===== src/rtl/multicycle_control_unit.sv =====
// Multi-cycle control sequencer: walks each instruction through FETCH/DECODE/EXEC/MEM/WB
// and drives one state's worth of datapath strobes, with memory-wait timeout and illegal-opcode trap.
module multicycle_control_unit #(
    parameter int OPCODE_W       = 3,
    parameter int TIMEOUT_CYCLES = 15,
    parameter int CNT_W          = 16
) (
    input  logic                clk,
    input  logic                rst,
    input  logic [OPCODE_W-1:0] opcode,
    input  logic                instr_valid,
    input  logic                mem_ready,
    input  logic                zero,
    output logic                pc_write,
    output logic                ir_write,
    output logic                reg_dst,
    output logic                jump,
    output logic                branch,
    output logic                mem_read,
    output logic                mem_write,
    output logic                mem_to_reg,
    output logic                alu_src,
    output logic                reg_write,
    output logic [1:0]          alu_op,
    output logic                busy,
    output logic                illegal,
    output logic                timeout,
    output logic                instr_retired,
    output logic [CNT_W-1:0]    retire_count
);
    localparam int                WAIT_W    = $clog2(TIMEOUT_CYCLES + 1);
    localparam logic [WAIT_W-1:0] WAIT_LAST = WAIT_W'(TIMEOUT_CYCLES - 1);

    localparam logic [2:0] OP_NOP  = 3'd0;
    localparam logic [2:0] OP_LW   = 3'd1;
    localparam logic [2:0] OP_SW   = 3'd2;
    localparam logic [2:0] OP_J    = 3'd3;
    localparam logic [2:0] OP_ADD  = 3'd4;
    localparam logic [2:0] OP_ADDI = 3'd5;
    localparam logic [2:0] OP_SUB  = 3'd6;
    localparam logic [2:0] OP_BEQ  = 3'd7;

    typedef enum logic [2:0] {
        S_IDLE, S_FETCH, S_DECODE, S_EXEC, S_MEM, S_WB, S_TRAP
    } state_t;

    state_t             r_state;
    state_t             w_next;
    // Only the low three bits are kept: any opcode with upper bits set traps in DECODE.
    logic [2:0]         r_op_q;
    logic [WAIT_W-1:0]  r_wait;
    logic               r_illegal;
    logic               r_timeout;
    logic [CNT_W-1:0]   r_retire_count;
    logic               w_retire;
    logic               w_waiting;
    logic               w_expired;
    logic               w_set_illegal;
    logic               w_set_timeout;
    logic               w_op_illegal;

    assign w_op_illegal  = |(opcode >> 3);
    assign w_waiting     = ((r_state == S_FETCH) || (r_state == S_MEM)) && !mem_ready;
    assign w_expired     = w_waiting && (r_wait == WAIT_LAST);
    assign busy          = (r_state != S_IDLE) && (r_state != S_TRAP);
    assign illegal       = r_illegal;
    assign timeout       = r_timeout;
    assign retire_count  = r_retire_count;
    assign instr_retired = w_retire;

    always_comb begin
        w_next        = r_state;
        w_retire      = 1'b0;
        w_set_illegal = 1'b0;
        w_set_timeout = 1'b0;
        pc_write      = 1'b0;
        ir_write      = 1'b0;
        reg_dst       = 1'b0;
        jump          = 1'b0;
        branch        = 1'b0;
        mem_read      = 1'b0;
        mem_write     = 1'b0;
        mem_to_reg    = 1'b0;
        alu_src       = 1'b0;
        reg_write     = 1'b0;
        alu_op        = 2'b00;
        case (r_state)
            S_IDLE: begin
                if (instr_valid) w_next = S_FETCH;
            end
            S_FETCH: begin
                mem_read = 1'b1;
                if (mem_ready) begin
                    ir_write = 1'b1;
                    pc_write = 1'b1;
                    w_next   = S_DECODE;
                end else if (w_expired) begin
                    w_next        = S_TRAP;
                    w_set_timeout = 1'b1;
                end
            end
            S_DECODE: begin
                if (w_op_illegal) begin
                    w_next        = S_TRAP;
                    w_set_illegal = 1'b1;
                end else if (opcode[2:0] == OP_NOP) begin
                    w_retire = 1'b1;
                end else begin
                    w_next = S_EXEC;
                end
            end
            S_EXEC: begin
                case (r_op_q)
                    OP_ADD, OP_SUB: begin
                        reg_dst = 1'b1;
                        alu_op  = 2'b10;
                        w_next  = S_WB;
                    end
                    OP_ADDI: begin
                        alu_src = 1'b1;
                        alu_op  = 2'b10;
                        w_next  = S_WB;
                    end
                    OP_LW, OP_SW: begin
                        alu_src = 1'b1;
                        w_next  = S_MEM;
                    end
                    OP_J: begin
                        jump     = 1'b1;
                        pc_write = 1'b1;
                        w_retire = 1'b1;
                    end
                    OP_BEQ: begin
                        branch   = 1'b1;
                        alu_op   = 2'b01;
                        pc_write = zero;
                        w_retire = 1'b1;
                    end
                    default: w_retire = 1'b1;
                endcase
            end
            S_MEM: begin
                mem_read  = (r_op_q == OP_LW);
                mem_write = (r_op_q != OP_LW);
                if (mem_ready) begin
                    if (r_op_q == OP_LW) w_next   = S_WB;
                    else                 w_retire = 1'b1;
                end else if (w_expired) begin
                    w_next        = S_TRAP;
                    w_set_timeout = 1'b1;
                end
            end
            S_WB: begin
                reg_write  = 1'b1;
                reg_dst    = (r_op_q == OP_ADD) || (r_op_q == OP_SUB);
                mem_to_reg = (r_op_q == OP_LW);
                w_retire   = 1'b1;
            end
            default: w_next = S_TRAP;
        endcase
        if (w_retire) w_next = instr_valid ? S_FETCH : S_IDLE;
    end

    always_ff @(posedge clk or posedge rst) begin
        if (rst) begin
            r_state        <= S_IDLE;
            r_op_q         <= 3'd0;
            r_wait         <= '0;
            r_illegal      <= 1'b0;
            r_timeout      <= 1'b0;
            r_retire_count <= '0;
        end else begin
            r_state <= w_next;
            if (r_state == S_DECODE) r_op_q <= opcode[2:0];
            // Any fresh entry into FETCH or MEM starts its wait budget from zero.
            if (w_waiting)              r_wait <= r_wait + 1'b1;
            else if (w_next != r_state) r_wait <= '0;
            if (w_set_illegal) r_illegal <= 1'b1;
            if (w_set_timeout) r_timeout <= 1'b1;
            if (w_retire)      r_retire_count <= r_retire_count + 1'b1;
        end
    end
endmodule


===== config.mk =====
export PLATFORM = sky130hd
export DESIGN_NAME = multicycle_control_unit
export DESIGN_NICKNAME = d
export VERILOG_FILES = /design/src/rtl/multicycle_control_unit.sv
export SDC_FILE = /design/constraint.sdc
export NUM_CORES = 1
export LEC_CHECK = 0
export ABC_AREA = 0
export BUFFER_PORTS_ARGS = -buffer_cell sky130_fd_sc_hd__buf_2
export CORE_UTILIZATION = 41
export DETAILED_ROUTE_END_ITERATION = 16
export GPL_TIMING_DRIVEN = 0
export SYNTH_ARGS = -nofsm -noshare
export SYNTH_HDL_FRONTEND = slang
export SYNTH_SLANG_ARGS = --single-unit

===== constraint.sdc =====
create_clock -name clk -period 2.65 [get_ports clk]
set_input_delay 0.795 -clock clk [delete_from_list [all_inputs] [get_ports clk]]
set_output_delay 0.795 -clock clk [all_outputs]
set_load 0.01 [all_outputs]

* Word level (Yosys, flattened, before mapping)
Index checks and enable logic that the tools add are counted.
Storage, ports and cells: flip-flop bits (word level) 27
Cells by class: add/sub/neg operators 2, eq/ne operators 16, mux-type cells 38, reductions and logical operators 16
Operators with widths (count):
- two-way mux 3 bit | 7
- two-way mux 1 bit | 20
- == test 3 bit (second input constant) | 6
- case mux 3 bit (6 select lines) | 1
- adder 16 x 1 -> 16 bit (second input constant) | 1
- == test 3 x 2 -> 1 bit (second input constant) | 4
- two-way mux 4 bit | 2
- case mux 1 bit (2 select lines) | 4
- == test 3 x 1 -> 1 bit (second input constant) | 2
- zero test 3 bit | 2
- case mux 3 bit (2 select lines) | 1
- OR reduction 2 bit | 3
- OR reduction 3 bit | 2
- OR reduction 5 bit | 1
- adder 4 x 1 -> 4 bit (second input constant) | 1
- == test 4 bit (second input constant) | 1
- case mux 1 bit (4 select lines) | 1
- case mux 2 bit (2 select lines) | 1
- logical AND 1 bit | 3
- != test 3 x 1 -> 1 bit (second input constant) | 1
- != test 3 bit | 1
- != test 3 bit (second input constant) | 1
- nonzero test 3 bit | 1
- logical OR 1 bit | 2
- other kinds (3) | 3

* Depth between registers and ports, before layout
Gate-level depths: netlist of the first run.
word-level depth 11, gate-level depth with buffers 8, gate-level depth less buffers 8

* Worst setup path before layout of the first run
No wires, ideal clock.
path type in2out, from input opcode[0], to output instr_retired, arrival 1719 ps, required time 1855 ps, slack 136 ps, stages on the path 4, path through or3_1 > o21ai_1 > o31ai_4 > inv_4
On the way: cells in the longest elaborated chain, start to end 3
RTL lines:
- start, declared | line 10 | input logic [OPCODE_W-1:0] opcode,
- zero test 3 bit | line 106 | end else if (opcode[2:0] == OP_NOP) begin
- two-way mux 1 bit | line 106
- case mux 1 bit (4 select lines) | line 87 | case (r_state)
- end, declared | line 28 | output logic instr_retired,
Every way passes these cells.

* Worst setup path in the final report of the first run
from register r_op_q[1], to output instr_retired
On the way: cells in the longest elaborated chain, start to end 4, elaborated cells between the ends (all ways) 10, classes of those cells 5 x eq/ne; 4 x mux; 1 x reduce/logical
RTL lines:
- start, declared | line 50 | logic [2:0] r_op_q;
- start signal, assigned | line 174 | if (r_state == S_DECODE) r_op_q <= opcode[2:0];
- == test 3 x 1 -> 1 bit, or another cell as far along | line 113, 146
- OR reduction 5 bit (no line) / two-way mux 1 bit (equally long branches)
- two-way mux 1 bit (on tied branches) | line 113, 145
- case mux 1 bit (4 select lines) * | line 87
Every way passes the cells marked *; elsewhere a longest branch is shown, timed or not.

==> summary.md, run 1 <==
| Metric | Value |
|---|---|
| Status | complete, no violations |
| Ratio of cells with drive above 1 in the final layout | 29.6% |
| Core area | 0.00403 mm^2 |
| NumNets Final | 243 |
| CTS buffer count | 3 |
| Fin util | 51.1% |
| Clk buf depth | 2 |
| Layout Cells excl Fill | 280 |
| Post-synth EDFFs | 0 |
| Syn Nets | 197 |
| Worst path buffer plus inverter count | 2 |
| P&R area growth vs syn | 19.7% |
| Final min period | 2.57 ns |
| Max-slew headroom | 32.9% |
| DR WL/cell | 13.3 um |
| Post-synthesis sequential area ratio | 39.2% |
| Post-route clock period utilization | 96.9% |
| # setup viols final | 0 |
| Die extent in y | 66.8 um |
| Post-Place Worst Slack | -0.216 ns |
| # DRC | 0 |
| Root Buffer | clkbuf_8 |
| HP Class | reg -> reg |
| Async S/R FF share, synth | 100% |
| Final hold slack | 0.466 ns |
| Max Slew Vio Count | 0 |
| HPWL after DPL | 2800 um |
| Core Rows | 23 |
| Setup CP Type | reg -> out |
| PD cells | 328 mW/mm^2 |
| Final hold violations | 0 |
| Fmax | 389 MHz |
| Worst-margin pin slew | 1.01 ns |
| Synth unique cells | 52 |
| Die ar. | 0.00446 mm^2 |
| Crit path max-delay family | simple AND/OR/NAND/NOR gates |
| First-pass GRT wire length | 6190 um |
| Initial antenna violation count | 0 |
| Total power | 0.677 mW |
| Syn Area/Cell | 9.31 um^2 |
| Crit-path max cell delay | 0.42 ns |
| Clk sinks | 27 |
| Pin count of the biggest net entering global routing | 28 |
| Gr usage total | 18.3% |
| CP Data Required Time | 1.86 ns |
| Arrival time worst endpoint | 1.77 ns |
| Vias in the first global route | 1331 |
| Post-Route WL | 3720 um |
| Commonest non-fill, non-tap cell in the layout | buf_2 |
| Placed insts | 273 |
| Starting DRT DRC Count | 91 |
| Fillers | 391 |
| Critical-path top delay cell | dfrtp_2 |
| Initial Util | 42.7% |
| Lkg Pwr | 1.10 nW |
| Worst-path clk slew | 0.10 ns |
| Crit start category | flop |
| Cell count after synthesis | 185 |
| Worst-path maximum fanout | 4 |
| DR pass1 iterations | 4 |
| Max Cap Viol | 0 |
| Ant diodes | 0 |
| Io pins | 40 |
| Via count | 1499 |
| Final instance area | 0.00206 mm^2 |
| Synth Cell Area | 0.00172 mm^2 |
| Via-to-Cell Ratio | 5.35 |
| VDD IR max | 0.000202 V |
| H-Tree Depth | 1 |
| Placed cell areas | 0.00197 mm^2 |
| IO buf count | 38 |
| TritonCTS clock tree | built |
| Final worst slack | 0.0811 ns |
| Later-pin clock latency in the skew report | 0.28 ns |
| Most frequent cells in the layout | buf_2 (41), dfrtp_1 (25), nor2_1 (16) |
| Grt ovf | 0 |
| Post-DRT Antenna Nets | 0 |
| Leading register cell type out of synthesis | dfrtp_1 |
| Die Wd | 66.8 um |
| Gpl congestion | 0.819 |
| Synth Warn # | 0 |
| RSZ-0062 raised after global routing | false |
| Setup TNS | 0 ns |
| Clk_skew | 0.00528 ns |
| CTS Hold Bufs | 0 |
| Worst Setup End Kind | primary output |
| Seq cells post-synth | 27 |
| Crit path cell chain | or3b_4 > and3_4 > o31ai_4 > inv_4 > buf_2 |
-- cells in the mapped netlist (all sizes together) (2+ instances only) --
cell type	instances	share of area, %
dfrtp	27	39
nor2	16	3.5
inv	15	3.4
nand2	14	3.1
xnor2	9	4.6
and3	8	3.2
nor3	8	3.6
nand3	7	2.0
nor2b	7	2.5
nand4	6	2.5
o21ai	6	1.7
xor2	6	3.1
buf	4	1.3
ha	4	2.9
a21o	3	1.3
a21oi	3	0.87
a311oi	3	2.3
and2	3	1.1
nor3b	3	1.6
o31ai	3	2.1
or3	3	1.1
a31oi	2	0.73
and4	2	1.0
clkbuf	2	0.44
nand3b	2	0.87
o211a	2	1.2
o21a	2	0.87
or3b	2	1.2
-- repair_timing --
action,4_1_cts,5_1_grt
endpoints found under the setup margin,1,4
gates resized for setup,4,0
pin swaps,2,0
buffers inserted,4,0
-- layout make-up --
class / count / area, um^2 / area share [%]
Multi-Input combinational cell: 137 / 966 / 46.9
Sequential cell: 27 / 678 / 32.9
Timing Repair Buffer: 42 / 220 / 10.7
Tap cell: 50 / 62.6 / 3.04
Inverter: 15 / 58.8 / 2.85
Clock buffer: 3 / 41.3 / 2.00
Buffer: 5 / 26.3 / 1.28
Clock inverter: 1 / 7.51 / 0.364
-- power breakdown --
part | total (mW) | internal (mW) | switching [mW] | leakage, nW
clock | 0.246 | 0.107 | 0.139 | 0.0217
sequential | 0.412 | 0.412 | 0 | 0.351
combinational | 0.0191 | 0.00596 | 0.0131 | 0.731
total | 0.677 | 0.524 | 0.152 | 1.10
-- sequential cells by signal, indices dropped and copies added (netlist names) --
register and cells:
r_state 3, timeout 1, r_wait 4, retire_count 16
r_op_q 3
-- cell families (layout without fill, tap and decap cells) --
group	count (synthesis)	in the layout	share of synthesized area [%]
AO/OA/AOI/OAI	33	33	16.1
XOR/XNOR	15	15	7.63
adder cells (fa/ha/maj)	4	4	2.91
buffers and inverters	21	66	5.16
flip-flops	27	27	39.2
multiplexers	1	1	0.654
other	1	1	0.218
AND/OR/NAND/NOR	83	83	28.1
-- final timing paths --
path	from	to	slack (ns)	depth (start not counted)
min	timeout	timeout	0.47	1
max reg2reg	r_state[0]	r_wait[2]	0.36	7
min reg2reg	timeout	timeout	0.47	1
max in group asynchronous	rst	r_op_q[0]	1.23	2
max	r_op_q[1]	instr_retired	0.08	5
min in group asynchronous	rst	r_wait[0]	0.74	2
-- layer usage --
layer / up-vias / GRT usage [%] / part of all wire (%)
li1: 746 / - / -
met1: 712 / 24.5 / 49
met2: 39 / 30.1 / 46
met3: 2 / 3.60 / 4.1
met4: 0 / 3.99 / 0.67
met5: - / 0 / 0
No activity file was read; power rests on OpenSTA's default activity.
==> inputs of run 2 (changes only) <==
Settings changed: CORE_ASPECT_RATIO from default to 0.8, RECOVER_POWER from default to 25.
==> summary.md, run 2 (same netlist as run 1, synthesis figures left out) <==
| Metric | Value |
|---|---|
| Gpl congestion | 0.826 |
| Later-pin clock latency in the skew report | 0.26 ns |
| Vias in the first global route | 1317 |
| Fmax | 377 MHz |
| Root Buffer | clkbuf_8 |
| IO buf count | 38 |
| Post-route clock period utilization | 100% |
| Final worst slack | -0.00455 ns |
| GR Layer Usage met2 | 28.7% |
| Initial antenna violation count | 0 |
| # DRC | 0 |
| Gr usage total | 18.0% |
| Fillers | 390 |
| Clk_skew | 0.00233 ns |
| Worst Setup End Kind | primary output |
| Die ar. | 0.00446 mm^2 |
| Critical-path top delay cell | or3_4 |
| Layout Cells excl Fill | 286 |
| Final hold slack | 0.457 ns |
| Ratio of cells with drive above 1 in the final layout | 29.0% |
| Io pins | 40 |
| Initial Util | 44.1% |
| DR pass1 iterations | 4 |
| Arrival time worst endpoint | 1.86 ns |
| Starting DRT DRC Count | 67 |
| DR WL/cell | 13.2 um |
| Lkg Pwr | 1.10 nW |
| Via-to-Cell Ratio | 5.19 |
| Setup TNS | -0.00455 ns |
| Die Wd | 74.5 um |
| NumNets Final | 244 |
| Grt ovf | 0 |
| Post-Place Worst Slack | -0.230 ns |
| Post-Route WL | 3780 um |
| Core Rows | 20 |
| Max Slew Vio Count | 0 |
| # setup viols final | 1 |
| Reg2reg setup slack | 0.13 ns |
| First-pass GRT wire length | 6140 um |
| CP Data Required Time | 1.86 ns |
| Area of the multi-input gates | 966 um^2 |
| PD cells | 316 mW/mm^2 |
| Post-DRT Antenna Nets | 0 |
| Crit-path max cell delay | 0.41 ns |
| Placed insts | 278 |
| Crit path cell chain | buf_2 > or3_4 > o21ai_2 > o31ai_4 > inv_4 > buf_2 |
| Clk buf depth | 2 |
| Pin count of the biggest net entering global routing | 28 |
| H-Tree Depth | 1 |
| Final instance area | 0.00207 mm^2 |
| Worst path buffer plus inverter count | 3 |
| Worst-path maximum fanout | 7 |
| Most frequent cells in the layout | buf_2 (40), dfrtp_1 (25), nor2_1 (16) |
| Setup CP Type | in -> out |
| Via count | 1485 |
| CTS buffer count | 3 |
| Max reg flops | 16 |
| Core area | 0.00390 mm^2 |
| Final hold violations | 0 |
| Most used routing layer | met2 |
| Placed cell areas | 0.00198 mm^2 |
| HP Class | reg -> reg |
| Met3 Track Usage GR | 4.05% |
| RSZ-0062 raised after global routing | true |
| Crit start category | primary input |
| Reg area | 678 um^2 |
| TritonCTS clock tree | built |
| Fin util | 53.0% |
| Failing checks | negative setup slack |
| Clk sinks | 27 |
| Max-slew headroom | 34.0% |
| Worst-margin pin slew | 0.988 ns |
| HPWL after DPL | 2950 um |
| Status | complete, but fails checks |
| Met1 Use GR | 25.8% |
| P&R area growth vs syn | 20.2% |
| VDD IR max | 0.000272 V |
| Commonest non-fill, non-tap cell in the layout | buf_2 |
| Die extent in y | 60.0 um |
| Critical path's most frequent cell | buf_2 |
| Final min period | 2.65 ns |
| Max Cap Viol | 0 |
| Ant diodes | 0 |
| Worst-path clk slew | 0.09 ns |
| Total power | 0.655 mW |
| Crit path max-delay family | simple AND/OR/NAND/NOR gates |
-- run 2: changes by cell type in the layout (fill, tap and decap cells not counted), sizes merged --
cell	previous run	this run
clkinvlp	1	0
clkbuf	4	6
-- run 2: final timing paths --
check,end,from,depth (start not counted)
setup / recovery,instr_retired,opcode[0],6
hold / removal,timeout,timeout,1
setup reg to reg,r_wait[3],r_state[1],7
hold reg to reg,timeout,timeout,1
max in group asynchronous,r_op_q[1],rst,2
min in group asynchronous,r_wait[3],rst,2
-- run 2: area by class of cell --
cell class,count,area share (%)
Timing Repair Buffer,43,11.0
Sequential cell,27,32.8
Inverter,15,2.84
Buffer,5,1.21
Clock buffer,4,2.18
Multi-Input combinational cell,137,46.7
Tap cell,55,3.33
-- run 2: repair_timing --
item                                    CTS  global route
hold buffers                              0             0
pin swaps                                 2             0
gates resized for setup                   4             1
endpoints found under the setup margin    1             3
hold endpoints to repair                  0             0
buffers inserted                          5             0
-- run 2: worst register-to-register path, cell delays in order, from the launching register on --
cell and delay, ns:
dfrtp_1 0.43, buf_2 0.24, nor3b_1 0.69, a222oi_1 0.24, o211ai_1 0.21, and4_1 0.28, nor3_2 0.08, o31ai_1 0.25
-- run 2: routing by layer --
layer | part of all wire, % | vias to the layer above
li1 | - | 752
met1 | 51 | 713
met2 | 46 | 18
met3 | 2.6 | 2
met4 | 0.24 | 0
met5 | 0 | -
-- run 2: power breakdown --
part,switching (mW),total [mW],internal (mW)
Clock,0.117,0.224,0.107
Sequential,0,0.412,0.412
Combinational,0.0130,0.0190,0.00596
Total,0.130,0.655,0.525
